[src/rtl/mux_4_arbiter.sv]
// Round-robin 4:1 mux arbiter with bounded bursts; the owner holds the grant until it drops req or hits MAX_BURST.
// Latency: gnt/sel registered, one cycle after req is sampled; handoff on release has no idle bubble.
// Backpressure: none latched; requesters hold req until granted, non-owner requests wait for release.
module mux_4_arbiter #(
  parameter int MAX_BURST = 4
) (
  input  logic       clk,
  input  logic       reset,
  input  logic [3:0] req,
  output logic [3:0] gnt,
  output logic [1:0] sel,
  output logic       busy,
  output logic       last
);

  typedef enum logic {IDLE, GRANT} state_t;

  localparam logic [2:0] MAX_CNT = 3'(MAX_BURST);

  state_t     state, state_n;
  logic [1:0] owner, owner_n;
  logic [1:0] ptr, ptr_n;
  logic [2:0] cnt, cnt_n;
  logic [3:0] gnt_n;
  logic [1:0] sel_n;

  logic [1:0] arb_start;
  logic [1:0] arb_idx;
  logic [1:0] winner;
  logic       found;

  // On release the search starts just past the owner, so ptr_n never has to feed back combinationally.
  assign arb_start = (state == GRANT) ? owner + 2'd1 : ptr;

  always_comb begin
    winner  = arb_start;
    arb_idx = arb_start;
    found   = 1'b0;
    for (int k = 0; k < 4; k++) begin
      arb_idx = arb_start + 2'(k);
      if (!found && req[arb_idx]) begin
        winner = arb_idx;
        found  = 1'b1;
      end
    end
  end

  always_comb begin
    state_n = state;
    owner_n = owner;
    ptr_n   = ptr;
    cnt_n   = cnt;
    gnt_n   = gnt;
    sel_n   = sel;
    case (state)
      IDLE: begin
        gnt_n = 4'b0000;
        if (|req) begin
          state_n = GRANT;
          owner_n = winner;
          gnt_n   = 4'b0001 << winner;
          sel_n   = winner;
          cnt_n   = 3'd1;
        end
      end
      GRANT: begin
        if (req[owner] && (cnt < MAX_CNT)) begin
          cnt_n = cnt + 3'd1;
        end else begin
          ptr_n = owner + 2'd1;
          if (|req) begin
            owner_n = winner;
            gnt_n   = 4'b0001 << winner;
            sel_n   = winner;
            cnt_n   = 3'd1;
          end else begin
            state_n = IDLE;
            gnt_n   = 4'b0000;
            cnt_n   = 3'd0;
          end
        end
      end
      default: begin
        state_n = IDLE;
        gnt_n   = 4'b0000;
      end
    endcase
  end

  always_ff @(posedge clk) begin
    if (reset) begin
      state <= IDLE;
      owner <= 2'd0;
      ptr   <= 2'd0;
      cnt   <= 3'd0;
      gnt   <= 4'b0000;
      sel   <= 2'd0;
    end else begin
      state <= state_n;
      owner <= owner_n;
      ptr   <= ptr_n;
      cnt   <= cnt_n;
      gnt   <= gnt_n;
      sel   <= sel_n;
    end
  end

  assign busy = (state == GRANT);
  assign last = busy && (cnt == MAX_CNT);

endmodule

[config.mk]
export PLATFORM = sky130hd
export DESIGN_NAME = mux_4_arbiter
export DESIGN_NICKNAME = d
export VERILOG_FILES = /design/src/rtl/mux_4_arbiter.sv
export SDC_FILE = /design/constraint.sdc
export NUM_CORES = 1
export LEC_CHECK = 0
export CORE_MARGIN = 3
export CORE_UTILIZATION = 50
export CTS_CLUSTER_DIAMETER = 60
export DETAILED_ROUTE_END_ITERATION = 10
export HOLD_SLACK_MARGIN = 0.12
export PLACE_DENSITY = 0.71
export RECOVER_POWER = 50
export SLEW_MARGIN = 20
export SYNTH_ARGS = -nofsm -noshare
export SYNTH_HDL_FRONTEND = slang
export SYNTH_SLANG_ARGS = --single-unit
[constraint.sdc]
create_clock -name clk -period 2.3 [get_ports clk]
set_clock_uncertainty 0.2 [all_clocks]
set_input_delay 0.46 -clock clk [delete_from_list [all_inputs] [get_ports clk]]
set_output_delay 0.46 -clock clk [all_outputs]
set_load 0.02 [all_outputs]
# Word-level counts from Yosys, hierarchy flattened
# Cells that the tools add are included.
# classes
addsub	5
shifts	1
magnitude_cmp	6
muxes	33
n_reduce_logical	10
bitwise_logic	2
n_eq_ne	3
# ops
cell	count
two-way mux 2 bit	8
less-than comparator 2 x 3 -> 1 bit (second input constant)	5
two-way mux 1 bit	11
binary-select mux 1 bit (select 2 bit)	5
two-way mux 4 bit	2
case mux 2 bit (2 select lines)	2
case mux 4 bit (2 select lines)	1
two-way mux 3 bit	2
case mux 3 bit (2 select lines)	1
logical AND 1 bit	5
adder 2 x 1 -> 2 bit (second input constant)	2
adder 2 bit (second input constant)	2
inequality test 2 bit (second input constant)	2
OR reduction 4 bit	1
left shift 1 x 2 -> 4 bit (first input constant)	1
adder 3 x 1 -> 3 bit (second input constant)	1
== test 3 bit (second input constant)	1
logical NOT 1 bit	3
less-than comparator 3 bit (second input constant)	1
inverter 1 bit	2
case mux 1 bit (2 select lines)	1
AND reduction 2 bit	1
# totals
out_inout_bits	8
in_bits	6
ff_bits	14

# Depth between registers and ports, before layout
# logic_depth
word_depth	18
mapped_depth	6

# Worst setup path after synthesis
# OpenSTA, ideal clock, no wires.
# synth_timing
kind	reg2reg
from	register state, in the netlist busy
to	register gnt[2]
stages_incl_launch_ff	6
period_less_slack_ns	1.931
arrival_ns	1.614
path_buffers	1
path_slack_ns	0.369
cell_sequence	dfxtp_1 > buf_4 > or3b_4 > o22ai_4 > nor3_2 > a32o_2
# synth_via
elab_chain_len	17
word_cells_on_any_way	30
cone_classes	add/sub: 3; eq/ne: 1; shift: 1; mux: 18; bitwise: 1; reduce/logical: 6
# synth_rtl
item	line	text
start, declared	20	state_t state, state_n;
start signal, assigned	99	state <= state_n;
parallel branches: the longest is 17 deep, another holds adder 2 x 1 -> 2 bit	--	
end signal, assigned	103	gnt <= gnt_n;
end, declared	10	output logic [3:0] gnt,
# Parallel ways; which one is timed is not known. The select of a mux whose other input is x is not followed.
# A chain may end at the register's enable or synchronous reset.

# Worst setup path after layout
# layout_timing
from	register sel[1]
to	output port sel[1]
# layout_lines
item	line	text
start, declared	11	output logic [1:0] sel,
start signal, assigned	104	sel <= sel_n;
# No word-level cell between the ends.

==> results.json <==
{
  "start_kind": "register",
  "status": "finished clean",
  "wl_um": 1930,
  "routed_via_density": 6.04,
  "r2r-start": "sel[1]$_SDFFE_PP0P_",
  "synth_cell_type_count": 46,
  "crit_type": "register to primary output",
  "finalWeightedCongestion": 0.903,
  "crit_slowest_cell": "clkdlybuf4s50_1",
  "grt_usage": 0.190,
  "antenna_found_initial": 0,
  "clk_pin_slew_ns": 0.08,
  "rr_worst_depth": 4,
  "synthDominantCellAreaShare": 0.278,
  "powerDensity_nw_per_um2": 657,
  "cts_tree": "built",
  "ys_seq_area_frac": 0.278,
  "final-hold-violation-count": 0,
  "dpl_worst_slack_ns": -0.140,
  "die_h_um": 47.6,
  "htreeDepth": 1,
  "netlist_area_sq_um": 865,
  "grt_overflow": 0,
  "grt_pass1_vias": 649,
  "syn-num-nets": 93,
  "ios": 14,
  "max_slew_margin": 0.697,
  "ir_drop_uv": 475,
  "grt_pass1_wl_um": 2950,
  "nNetsFinal": 113,
  "routedWlPerCell_um": 16.1,
  "min_period_ns": 2.24,
  "synth_ff_type": "dfxtp_1",
  "cp_max_fo": 10,
  "ff2ff_setup_slack_ns": 0.25,
  "port_buffers": 13,
  "path_cells": "clkdlybuf4s50_1",
  "grt_max_degree": 19,
  "worstPathRequired_ns": 1.64,
  "ys_async_sr_fraction": 0,
  "max_stage_delay_ns": 0.70,
  "syn_inst": 85,
  "synth_edf_count": 0,
  "postCtsSetupBuffers": 0,
  "drive_gt1_frac": 0.279,
  "setup_viol": 0,
  "drc": 0,
  "drt_iter0_drc": 16,
  "arrival_ns": 1.58,
  "synthTopCellsByArea": "dfxtp_1, mux2i_1, nor2_1",
  "initial_core_util": 0.555,
  "worstHoldPathCells": 1,
  "rsz0062_at_grt": "no",
  "clk_latency_ns": 0.28,
  "cts_sinks": 12,
  "tightest_slew_ns": 0.454,
  "avgSynthCellArea_sq_um": 10.2,
  "min_to": "gnt[3]$_SDFFE_PP0N_",
  "fin_cells": 120,
  "fin_ws_ns": 0.0617,
  "final_common_cell": "dfxtp_1",
  "crit_family": "buffers and inverters",
  "areaGrowthSynthToFinish_pct": 20.3,
  "num_rows": 14,
  "post-route-period-util": 0.973,
  "ys_seq_elements": 12,
  "yosysTopAreaCell": "dfxtp_1",
  "worstHoldPathType": "register to register",
  "drt_pre_antenna_iters": 4,
  "holdCritStartpoint": "gnt[3]$_SDFFE_PP0N_",
  "num_antenna_cells": 0,
  "leakagePower_nw": 0.436,
  "maxCapViolCount": 0,
  "cts_buffer_depth": 2,
  "whs_ns": 0.275,
  "slew_viol_final": 0,
  "dieArea_sq_um": 2260,
  "critPathBufInv": 1,
  "cp-end-kind": "primary output",
  "final_antenna_net_count": 0,
  "vias": 725,
  "reg2reg_to": "gnt[2]$_SDFFE_PP0N_",
  "holdBufCountCts": 0,
  "cts_made_buffers": 3,
  "chipWidth_um": 47.6,
  "yosysWarnings": 0,
  "cts_root_buf": "clkbuf_4",
  "coreArea_sq_um": 1560,
  "fmax_mhz": 447,
  "final_cell_mix": "dfxtp_1, nor2_1, clkdlybuf4s50_1",
  "dpl.hpwl_um": 1410,
  "place_inst": 116
}
-- cell families (layout without fill, tap and decap cells) --
| family | count (synthesis) | count (layout) | synth area share |
|---|---|---|---|
| and+or+nand+nor | 36 | 36 | 0.317 |
| AOI/OAI and AO/OA | 22 | 22 | 0.213 |
| DFF | 12 | 12 | 0.278 |
| buffers and inverters | 8 | 27 | 0.0839 |
| muxes | 4 | 4 | 0.0608 |
| adders and majority gates | 2 | 2 | 0.0289 |
| xor gates and xnor gates | 1 | 1 | 0.0188 |
-- where the power goes --
group          leakage, nW  total [mW]  internal (mW)  switching, mW
Sequential          0.0992       0.272          0.232         0.0396
Clock               0.0210       0.170         0.0963         0.0739
Combinational        0.316       0.241          0.125          0.116
Total                0.436       0.683          0.454          0.229
-- per-layer routing --
layer	track usage	share of wire	up-vias	routed length, um
met3	0.0489	0.062	4	119
met1	0.261	0.46	339	889
li1	-	-	362	-
met5	0	0	-	0
met2	0.281	0.46	20	894
met4	0.0806	0.011	0	22
-- cell usage after synthesis (all sizes together) (2+ instances only) --
cell / n
nand3: 2
a211oi: 3
nor3b: 3
dfxtp: 12
a311oi: 2
or3b: 2
ha: 2
a22o: 2
or2: 2
nor2: 10
and3: 2
nand3b: 2
or2b: 4
a21oi: 3
nor3: 3
inv: 3
buf: 3
mux2i: 3
a31oi: 2
a32o: 2
-- final cells by class --
| cell class | instances | area, sq um |
|---|---|---|
| Clock buffer | 4 | 36.3 |
| Fill cell | 126 | 519 |
| Inverter | 4 | 28.8 |
| Multi-Input combinational cell | 65 | 546 |
| Sequential cell | 12 | 243 |
| Tap cell | 16 | 20.0 |
| Timing Repair Buffer | 19 | 166 |
-- registers in the layout, summed over array words and instances (netlist names) --
register	cells
busy	1
cnt	3
sel	2
gnt	4
ptr	2
-- worst max path at each step --
stage	to	slack, ns	startpoint	cells past startpoint
after global routing	sel[1]	0.004	sel[1]$_SDFFE_PP0P_	1
final	sel[1]	0.06	sel[1]$_SDFFE_PP0P_	1
after CTS	sel[0]	0.01	sel[0]$_SDFFE_PP0P_	1
after floorplan	gnt[2]$_SDFFE_PP0N_	0.37	busy$_SDFF_PP0_	5
after global placement	gnt[2]$_SDFFE_PP0N_	-0.11	req[0]	5
after detailed placement	gnt[2]$_SDFFE_PP0N_	-0.14	req[0]	5
-- through the flow --
| step | setup TNS (ns) | power (mW) | cell area [sq um] | utilization |
|---|---|---|---|---|
| 2_1_floorplan | 0 | 0.448 | 865 | - |
| 3_3_place_gp | -0.720 | 0.515 | 1020 | 0.652 |
| 3_5_place_dp | -0.851 | 0.520 | 1020 | 0.652 |
| 4_1_cts | 0 | 0.693 | 1050 | 0.676 |
| 5_1_grt | 0 | 0.720 | 1040 | 0.667 |
| 6_report | 0 | 0.683 | 1040 | 0.667 |
-- what timing repair did --
item                                    CTS  global route
gates resized for setup                   1             2
gates cloned                              0             0
endpoints found under the setup margin    1             2
Power figures use the tool's default switching activity.
